File: src/rtl/fifo_rr_drain_pkg.sv
// Shared definitions for the fifo_rr_drain scheduler and its arbiter.
// Contents:
//   frd_state_e : scheduler state encoding (FRD_IDLE, FRD_BURST)
//   src_idx_w   : width of a source index for a given source count
package fifo_rr_drain_pkg;

  typedef enum logic {
    FRD_IDLE  = 1'b0,
    FRD_BURST = 1'b1
  } frd_state_e;

  // Index width for n sources; at least one bit so a single source still has an index.
  function automatic int unsigned src_idx_w(input int unsigned n);
    return (n > 1) ? $clog2(n) : 1;
  endfunction

endpackage

File: src/rtl/fifo_rr_drain_if.sv
// Source-fifo and consumer-side signals of fifo_rr_drain.
// Signals:
//   flush     : drop the buffered output word, no pops this cycle
//   src_empty : per-source fifo empty flag
//   src_data  : per-source show-ahead fifo word, source i at [i*WIDTH +: WIDTH]
//   src_read  : one-hot-or-zero read pulse to the source fifos
//   out_valid : output register holds a word
//   out_data  : registered word
//   out_src   : index of the source that supplied out_data
//   out_ready : consumer accepts when out_valid & out_ready
// Modports: master = the scheduler, slave = fifos and consumer.
interface fifo_rr_drain_if #(
  parameter int unsigned WIDTH   = 32,
  parameter int unsigned NUM_SRC = 2
);
  import fifo_rr_drain_pkg::*;

  localparam int unsigned SRC_IDX_W = src_idx_w(NUM_SRC);

  logic                     flush;
  logic [NUM_SRC-1:0]       src_empty;
  logic [NUM_SRC*WIDTH-1:0] src_data;
  logic [NUM_SRC-1:0]       src_read;
  logic                     out_valid;
  logic [WIDTH-1:0]         out_data;
  logic [SRC_IDX_W-1:0]     out_src;
  logic                     out_ready;

  modport master (
    input  flush, src_empty, src_data, out_ready,
    output src_read, out_valid, out_data, out_src
  );

  modport slave (
    output flush, src_empty, src_data, out_ready,
    input  src_read, out_valid, out_data, out_src
  );

endinterface

File: src/rtl/fifo_rr_drain_rr_pick.sv
// Combinational rotating-priority encoder.
// The request just after ptr (mod NUM_SRC) has top priority; ptr itself has lowest.
// Ports:
//   req   : request vector
//   ptr   : last-served index
//   gnt   : one-hot grant (zero when no request)
//   idx   : index of the granted request
//   valid : at least one request present
module fifo_rr_drain_rr_pick import fifo_rr_drain_pkg::*; #(
  parameter  int unsigned NUM_SRC   = 2,
  localparam int unsigned SRC_IDX_W = src_idx_w(NUM_SRC)
) (
  input  logic [NUM_SRC-1:0]   req,
  input  logic [SRC_IDX_W-1:0] ptr,
  output logic [NUM_SRC-1:0]   gnt,
  output logic [SRC_IDX_W-1:0] idx,
  output logic                 valid
);

  logic [SRC_IDX_W-1:0] cand;

  always_comb begin
    cand  = '0;
    idx   = '0;
    valid = |req;
    // Walk from lowest to highest priority so the highest-priority hit is written last.
    for (int off = int'(NUM_SRC); off >= 1; off--) begin
      cand = SRC_IDX_W'((int'(ptr) + off) % int'(NUM_SRC));
      if (req[cand]) begin
        idx = cand;
      end
    end
    gnt = valid ? (NUM_SRC'(1) << idx) : '0;
  end

endmodule

File: src/rtl/fifo_rr_drain.sv
// Round-robin drain of NUM_SRC show-ahead fifos into one valid/ready consumer.
// At most one non-empty source is popped per cycle; the word lands in a one-entry
// output register tagged with its source. An owner may keep the port for up to
// QUANTUM consecutive grants while others wait, or indefinitely if it is the only
// non-empty source.
// Ports:
//   clk   : clock, all state on posedge
//   reset : synchronous active-high reset
//   bus   : fifo/consumer signals (master side)
module fifo_rr_drain import fifo_rr_drain_pkg::*; #(
  parameter int unsigned WIDTH   = 32,
  parameter int unsigned NUM_SRC = 2,
  parameter int unsigned QUANTUM = 4
) (
  input logic            clk,
  input logic            reset,
  fifo_rr_drain_if.master bus
);

  localparam int unsigned SRC_IDX_W = src_idx_w(NUM_SRC);
  localparam int unsigned CNT_W     = $clog2(QUANTUM + 1);
  localparam logic [CNT_W-1:0]     QuantumC = CNT_W'(QUANTUM);
  localparam logic [SRC_IDX_W-1:0] LastSrc  = SRC_IDX_W'(NUM_SRC - 1);

  frd_state_e           state_q, state_d;
  logic [SRC_IDX_W-1:0] owner_q, owner_d;
  logic [SRC_IDX_W-1:0] rr_ptr_q, rr_ptr_d;
  logic [CNT_W-1:0]     burst_cnt_q, burst_cnt_d;
  logic                 out_valid_q, out_valid_d;
  logic [WIDTH-1:0]     out_data_q, out_data_d;
  logic [SRC_IDX_W-1:0] out_src_q, out_src_d;

  logic [NUM_SRC-1:0]   req, pick_gnt, grant_oh;
  logic [SRC_IDX_W-1:0] pick_idx, grant_idx;
  logic                 pick_valid, load, owner_keeps, pop;

  assign req = ~bus.src_empty;

  fifo_rr_drain_rr_pick #(
    .NUM_SRC (NUM_SRC)
  ) u_rr_pick (
    .req   (req),
    .ptr   (rr_ptr_q),
    .gnt   (pick_gnt),
    .idx   (pick_idx),
    .valid (pick_valid)
  );

  always_comb begin
    state_d     = state_q;
    owner_d     = owner_q;
    rr_ptr_d    = rr_ptr_q;
    burst_cnt_d = burst_cnt_q;
    out_valid_d = out_valid_q;
    out_data_d  = out_data_q;
    out_src_d   = out_src_q;

    load        = ~bus.flush & (~out_valid_q | bus.out_ready);
    owner_keeps = (state_q == FRD_BURST) && req[owner_q] && (burst_cnt_q < QuantumC);
    grant_idx   = owner_keeps ? owner_q : pick_idx;
    grant_oh    = owner_keeps ? (NUM_SRC'(1) << owner_q) : pick_gnt;
    pop         = load & pick_valid & ~reset;

    if (pop) begin
      // A re-grant to the current owner (kept or the only non-empty source) extends
      // its run, saturating at QUANTUM; any other grant starts a fresh run.
      if ((state_q == FRD_BURST) && (grant_idx == owner_q)) begin
        burst_cnt_d = (burst_cnt_q < QuantumC) ? burst_cnt_q + 1'b1 : burst_cnt_q;
      end else begin
        burst_cnt_d = CNT_W'(1);
      end
      owner_d     = grant_idx;
      rr_ptr_d    = grant_idx;
      state_d     = (QUANTUM > 1) ? FRD_BURST : FRD_IDLE;
      out_valid_d = 1'b1;
      out_data_d  = bus.src_data[grant_idx*WIDTH +: WIDTH];
      out_src_d   = grant_idx;
    end else if (load) begin
      out_valid_d = 1'b0;
      state_d     = FRD_IDLE;
    end

    // flush drops the buffered word regardless of out_ready; rr_ptr is kept.
    if (bus.flush) begin
      out_valid_d = 1'b0;
      state_d     = FRD_IDLE;
    end
  end

  always_ff @(posedge clk) begin
    if (reset) begin
      state_q     <= FRD_IDLE;
      owner_q     <= '0;
      rr_ptr_q    <= LastSrc;
      burst_cnt_q <= '0;
      out_valid_q <= 1'b0;
      out_data_q  <= '0;
      out_src_q   <= '0;
    end else begin
      state_q     <= state_d;
      owner_q     <= owner_d;
      rr_ptr_q    <= rr_ptr_d;
      burst_cnt_q <= burst_cnt_d;
      out_valid_q <= out_valid_d;
      out_data_q  <= out_data_d;
      out_src_q   <= out_src_d;
    end
  end

  assign bus.src_read  = pop ? grant_oh : '0;
  assign bus.out_valid = out_valid_q;
  assign bus.out_data  = out_data_q;
  assign bus.out_src   = out_src_q;

endmodule

File: src/flat_wrapper.sv
// flat-port wrapper written by rule: the top's interface ports become plain ports
module fifo_rr_drain_flat import fifo_rr_drain_pkg::*;
#(
  parameter int unsigned WIDTH   = 32,
  parameter int unsigned NUM_SRC = 2,
  parameter int unsigned QUANTUM = 4
)
  (clk, reset, bus_flush, bus_src_empty, bus_src_data, bus_out_ready, bus_src_read, bus_out_valid, bus_out_data, bus_out_src);
  fifo_rr_drain_if #(.WIDTH(WIDTH), .NUM_SRC(NUM_SRC)) bus_i ();
  input logic clk;
  input logic reset;
  input wire logic [$bits(bus_i.flush)-1:0] bus_flush;
  input wire logic [$bits(bus_i.src_empty)-1:0] bus_src_empty;
  input wire logic [$bits(bus_i.src_data)-1:0] bus_src_data;
  input wire logic [$bits(bus_i.out_ready)-1:0] bus_out_ready;
  output wire logic [$bits(bus_i.src_read)-1:0] bus_src_read;
  output wire logic [$bits(bus_i.out_valid)-1:0] bus_out_valid;
  output wire logic [$bits(bus_i.out_data)-1:0] bus_out_data;
  output wire logic [$bits(bus_i.out_src)-1:0] bus_out_src;
  assign bus_i.flush = bus_flush;
  assign bus_i.src_empty = bus_src_empty;
  assign bus_i.src_data = bus_src_data;
  assign bus_i.out_ready = bus_out_ready;
  assign bus_src_read = bus_i.src_read;
  assign bus_out_valid = bus_i.out_valid;
  assign bus_out_data = bus_i.out_data;
  assign bus_out_src = bus_i.out_src;
  fifo_rr_drain #(.WIDTH(WIDTH), .NUM_SRC(NUM_SRC), .QUANTUM(QUANTUM)) u_core (.clk(clk), .reset(reset), .bus(bus_i));
endmodule
File: config.mk
export PLATFORM = sky130hd
export DESIGN_NAME = fifo_rr_drain_flat
export DESIGN_NICKNAME = d
export VERILOG_FILES = /design/src/rtl/fifo_rr_drain_pkg.sv /design/src/rtl/fifo_rr_drain_if.sv /design/src/rtl/fifo_rr_drain_rr_pick.sv /design/src/rtl/fifo_rr_drain.sv /design/src/flat_wrapper.sv
export SDC_FILE = /design/constraint.sdc
export NUM_CORES = 1
export LEC_CHECK = 0
export ABC_AREA = 1
export BUFFER_PORTS_ARGS = -buffer_cell sky130_fd_sc_hd__buf_2
export CAP_MARGIN = 20
export CORE_MARGIN = 5
export CORE_UTILIZATION = 25
export CTS_BUF_LIST = sky130_fd_sc_hd__clkbuf_8
export CTS_CLUSTER_DIAMETER = 200
export DETAILED_ROUTE_END_ITERATION = 8
export PLACE_DENSITY = 0.52
export SETUP_SLACK_MARGIN = 0.05
export SLEW_MARGIN = 20
export SYNTH_ARGS = -nofsm -noshare
export SYNTH_HDL_FRONTEND = slang
export SYNTH_SLANG_ARGS = --single-unit
File: constraint.sdc
create_clock -name clk -period 1.75 [get_ports clk]
set_clock_uncertainty 0.05 [all_clocks]
set_input_delay 0.0875 -clock clk [delete_from_list [all_inputs] [get_ports clk]]
set_output_delay 0.0875 -clock clk [all_outputs]
set_load 0.005 [all_outputs]
== Yosys cells after proc, flatten, opt, wreduce, memory -nomap -nowiden ==
Cells that the tools add are included.

* Bits in read-only memories: 0
* Output and inout port bits: 36
* Logic and storage cells: 48
* Bits of input ports: 70
* RAM bits: 0
* Register bits after elaboration: 38
* Memories: 0
* Bits in latches: 0

* Div/mod/pow operators: 0
* Multiply operators: 0
* Magnitude comparators: 4
* Shift operators: 3
* Bitwise logic cells: 8
* Eq/ne operators: 2
* Multiplexer cells: 16
* $add $sub $neg: 3
* Reduce and logical (&&, ||, !) cells: 7

{| class="wikitable"
|+ Operators with widths
! kind !! number
|-
| $shiftx 64x7->32 || 1
|-
| $mux 1 || 11
|-
| $lt 1x2->1 const B || 3
|-
| $mux 2 || 3
|-
| $mux 3 || 2
|-
| $reduce_or 2->1 || 2
|-
| $shl 1x1->2 const A || 2
|-
| $add 3x1->3 const B || 1
|-
| $and 1x1->1 || 3
|-
| $logic_and 1x1->1 || 3
|-
| $lt 3x3->1 const B || 1
|-
| $not 1->1 || 3
|-
| $add 1x1->1 const B || 2
|-
| $ne 2x1->1 const B || 1
|-
| $not 2->2 || 1
|-
| $reduce_and 2->1 || 1
|-
| $reduce_bool 2->1 || 1
|-
| $eq 1x1->1 || 1
|-
| $or 1x1->1 || 1
|}

== Longest topological paths before layout ==
* Word-level depth: 10
* Mapped depth: 10
* Depth with buffers taken out: 9

== By module ==
From an unflattened synthesis, not the netlist that was laid out.

* Cell total of the unflattened synthesis: 290
* Area, all modules: 1928.1 um^2

{| class="wikitable"
|+ By module, submodules not included
! module !! area an instance (um^2) !! seq. area each (um^2) !! instances !! cells each
|-
| fifo_rr_drain || 1898.1 || 760.7 || 1 || 283
|-
| fifo_rr_drain_rr_pick || 30.0 || 0.0 || 1 || 7
|}

== Least setup slack after synthesis ==
Ideal clock, no wire load.

* Path kind: reg-to-reg
* Start: register u_core.owner_q
* End: register u_core.out_data_q[0] (netlist: u_core.bus.out_data[0])
* Data arrival time: 1.197 ns
* Path buffers: 1
* Setup time: 0.110 ns
* Period minus slack after synthesis: 1.357 ns
* Stages on the path, launching flop included: 11
* Required time: 1.590 ns
* Slack: 0.393 ns
* Path through: dfxtp_1 > inv_1 > nand2_1 > nand3_1 > nand2_2 > nand2_2 > buf_4 > nand3_1 > nand3_1 > nand2_1 > inv_1

* Cells in the longest elaborated chain, start to end: 6

{| class="wikitable"
|+ RTL lines
! what !! line !! source
|-
| start: declaration || fifo_rr_drain.sv:26 || <nowiki>logic [SRC_IDX_W-1:0] owner_q, owner_d;</nowiki>
|-
| start signal: assignment || fifo_rr_drain.sv:101 || <nowiki>owner_q <= owner_d;</nowiki>
|-
| $mux 1 (implied by the code) (2 in a row) || fifo_rr_drain.sv:59 || <nowiki>owner_keeps = (state_q == FRD_BURST) && req[owner_q] && (burst_cnt_q < QuantumC);</nowiki>
|-
| $logic_and 1x1->1 (2 in a row) || fifo_rr_drain.sv:59 ||
|-
| $mux 1 * || fifo_rr_drain.sv:60 || <nowiki>grant_idx = owner_keeps ? owner_q : pick_idx;</nowiki>
|-
| $shiftx 64x7->32 * || fifo_rr_drain.sv:76 || <nowiki>out_data_d = bus.src_data[grant_idx*WIDTH +: WIDTH];</nowiki>
|-
| end signal: assignment || fifo_rr_drain.sv:105 || <nowiki>out_data_q <= out_data_d;</nowiki>
|-
| end: declaration || fifo_rr_drain.sv:30 || <nowiki>logic [WIDTH-1:0] out_data_q, out_data_d;</nowiki>
|}

Every way passes the cells marked *; elsewhere a longest branch is shown, timed or not. The select of a mux whose other input is x is not followed.
A chain may end at the register's enable or synchronous reset.

== Final worst setup path ==
* Start: register u_core.state_q
* End: output port bus_src_read[1]

* Cells in the longest elaborated chain, start to end: 6
* Elaborated cells on any way between the ends: 9
* Classes of those cells: mux: 2; bitwise: 5; reduce/logical: 2

{| class="wikitable"
|+ RTL lines
! what !! line !! source
|-
| start: declaration || fifo_rr_drain.sv:25 || <nowiki>frd_state_e state_q, state_d;</nowiki>
|-
| start signal: assignment || fifo_rr_drain.sv:100 || <nowiki>state_q <= state_d;</nowiki>
|-
| $not 1->1 || n/a ||
|-
| $or 1x1->1 || n/a ||
|-
| $and 1x1->1 (3 in a row) || n/a ||
|-
| $mux 2 * || fifo_rr_drain.sv:110 || <nowiki>assign bus.src_read = pop ? grant_oh : '0;</nowiki>
|-
| end: declaration || flat_wrapper.sv:16 || <nowiki>output wire logic [$bits(bus_i.src_read)-1:0] bus_src_read;</nowiki>
|}

Every way passes the cells marked *; elsewhere a longest branch is shown, timed or not.

==> results.ini <==
[sta]
hold_viol_final = 0
grt_setup_unrepaired = no
max_freq_mhz = 618.2
final_max_slew_viol_count = 0
fin_crit_sh_pct = 92.43
setup_tns_ps = 0
slew_headroom_pct = 78.15
min_period_ps = 1618
finalSetupViolations = 0
tightest_slew_ps = 327.7

[critical_path]
r2r-end = u_core.bus.out_data[15]$_SDFFE_PP0P_
crit_type = flip-flop to primary output
r2r-start = u_core.burst_cnt_q[2]$_SDFFE_PP0P_
crit_fanout = 8
endpoint = bus_src_read[1]
crit_path_start = u_core.state_q$_SDFFE_PP0P_
r2r_cells = 10
critPathLaunchType = flip-flop
rrSetupSlack_ps = 190
required_ps = 1610
crit_path_end_kind = primary output
arrival_ps = 1480

[logic_synthesis]
yosys.area.top_type = dfxtp_1
synth_top_area_share_pct = 38.02
syn_area_per_cell_sq_um = 6.782
ys.flop_type = dfxtp_1
syn_nets = 366
syn_area_sq_um = 2001
syn-instance-count = 295
synth_edf_count = 0
yosys-top-cells-count = 73 x nand2_1, 69 x nand3_1, 38 x dfxtp_1, 38 x inv_1, 34 x nand4_1
synth.most_common_cell = nand2_1
ys_seq_area_share_pct = 38.02
yosys-top-cells-area = dfxtp_1 38%, nand3_1 17%, nand2_1 14%, nand4_1 11%, inv_1 7.1%
synth-seq-cells = 38
synth.distinct_cells = 23
ys_async_sr_fraction_pct = 0
synth_warnings = 0

[placed_design]
placed_area_sq_um = 2630
portBuffers = 105
place_congestion = 0.7579
hpwl_um = 4836

[floorplanning]
num_io_pins = 106
core_sq_um = 7767
rows = 32
dieArea_sq_um = 9891
floorplan.initialDensity_pct = 25.76
die_y_um = 99.46
die_width_um = 99.46

[final_layout]
syn2layout_area_growth_pct = 43.59
n_antenna_cell = 0
layout-drive-gt1-share_pct = 35.68
postLayoutCellArea_sq_um = 2873
nets = 483
num-fill-cells = 888

[cts]
max-clock-path-buffers = 2
clk_latency_ps = 280
cts_tree = done
cts_buffers = 5
cts_root_buf = clkbuf_8
clkSinkCount = 38
clkTransAtPathRegs_ps = 70
htree_levels = 2

[grt]
grt_pass1_wl_um = 10920
grt_overflow = 0
antenna_found_initial = 0
track_usage_pct = 13.40
grt_pass1_vias = 2289
grt_max_degree = 36

[route]
drt_iter0_drc = 91
drc = 0
viasPerCell = 4.656
route.vias.total = 2393
first_pass_iters = 4
post_drt_wl_per_cell_um = 13.06
wirelength_um = 6712
ant_nets = 0

[power]
leakagePower_nw = 1.652
ir_drop_mv = 0.2857
finalPower_mw = 1.965
power_density_nw_per_um2 = 684.0

[run_status]
status = completed

[job]
drv_cap = 0

[hold_path]
hp-class = input port to flip-flop

[worst min-delay path by stage]
stage | start | endpoint | slack [ps] | depth (start not counted)
floorplan | reset | u_core.burst_cnt_q[0]$_SDFFE_PP0P_ | 110 | 1
global placement | reset | u_core.burst_cnt_q[0]$_SDFFE_PP0P_ | 290 | 2
detailed placement | reset | u_core.owner_q$_SDFFE_PP0P_ | 300 | 2
CTS | bus_src_data[20] | u_core.bus.out_data[20]$_SDFFE_PP0P_ | 50 | 5
global route | bus_src_data[31] | u_core.bus.out_data[31]$_SDFFE_PP0P_ | 80 | 5
finish | bus_src_data[31] | u_core.bus.out_data[31]$_SDFFE_PP0P_ | 70 | 5
[flip-flops by register name, indices dropped and copies added, names as in the netlist]
register / count
u_core.bus.out_data: 32
u_core.burst_cnt_q: 3
u_core.owner_q: 1
u_core.rr_ptr_q: 1
u_core.state_q: 1
[layout make-up]
class                           count  area, sq um  share of cell area [%]
Clock buffer                        5        68.82                   2.395
Clock inverter                      2        7.507                  0.2613
Inverter                           40        150.1                   5.226
Multi-Input combinational cell    195        988.4                   34.41
Sequential cell                    38        765.7                   26.65
Tap cell                          102        127.6                   4.442
Timing Repair Buffer              132        764.5                   26.61
[per-layer routing]
| layer | track usage, % | wire (um) | vias to the layer above |
|---|---|---|---|
| li1 | - | - | 1213 |
| met1 | 16.60 | 3112 | 1102 |
| met2 | 22.78 | 3008 | 73 |
| met3 | 3.997 | 539 | 5 |
| met4 | 3.256 | 52 | 0 |
| met5 | 0 | 0 | - |
[worst max-delay path, stage by stage (launching register included)]
cell and delay (ps):
dfxtp_4 380, inv_1 60, nor2_2 110, nand3_2 140, nand2_4 130, nand2_4 60
buf_12 130, nor2_1 70, buf_2 110
[repair_timing]
item | in CTS | in global routing
hold endpoints to repair | 3 | 0
pin swaps | 2 | 4
gates resized for setup | 5 | 9
hold buffers | 3 | 0
setup endpoints to repair | 2 | 28
setup buffers | 5 | 7
[report_power, final]
| group | internal (mW) | leakage, nW | switching (mW) |
|---|---|---|---|
| clock | 0.263 | 0.0466 | 0.290 |
| combinational | 0.223 | 1.29 | 0.249 |
| sequential | 0.912 | 0.311 | 0.0277 |
| total | 1.40 | 1.65 | 0.567 |
[metrics by stage]
stage	cells	worst slack [ps]	hold slack [ps]	util [%]
after detailed placement	492	109.6	304.3	33.86
after global placement	492	111.6	292.6	33.86
after global routing	514	43.21	78.65	36.98
after floorplan	295	393.2	106.6	-
after CTS	507	53.26	54.77	35.95
final	514	132.5	65.67	36.98
[cells by family after synthesis]
logic type,after synthesis,synth area share (%)
AND/OR/NAND/NOR,184,44.09
buffers and inverters,62,13.82
flip-flops,38,38.02
AO/OA/AOI/OAI,9,3.002
XOR/XNOR,1,0.4379
adder cells (fa/ha/maj),1,0.6253
[cell usage in the layout, fill, tap and decap left out, types with 2 or more instances in the layout]
| cell | count |
|---|---|
| inv_2 | 2 |
| a31oi_1 | 2 |
| inv_1 | 39 |
| a21oi_1 | 3 |
| clkbuf_8 | 5 |
| dfxtp_1 | 36 |
| buf_2 | 105 |
| nand2_4 | 2 |
| buf_4 | 21 |
| buf_12 | 2 |
| nand4_1 | 34 |
| nor2_1 | 2 |
| nand3_1 | 68 |
| nand2_1 | 73 |
| dlygate4sd3_1 | 3 |
No activity file was read; power rests on OpenSTA's default activity.
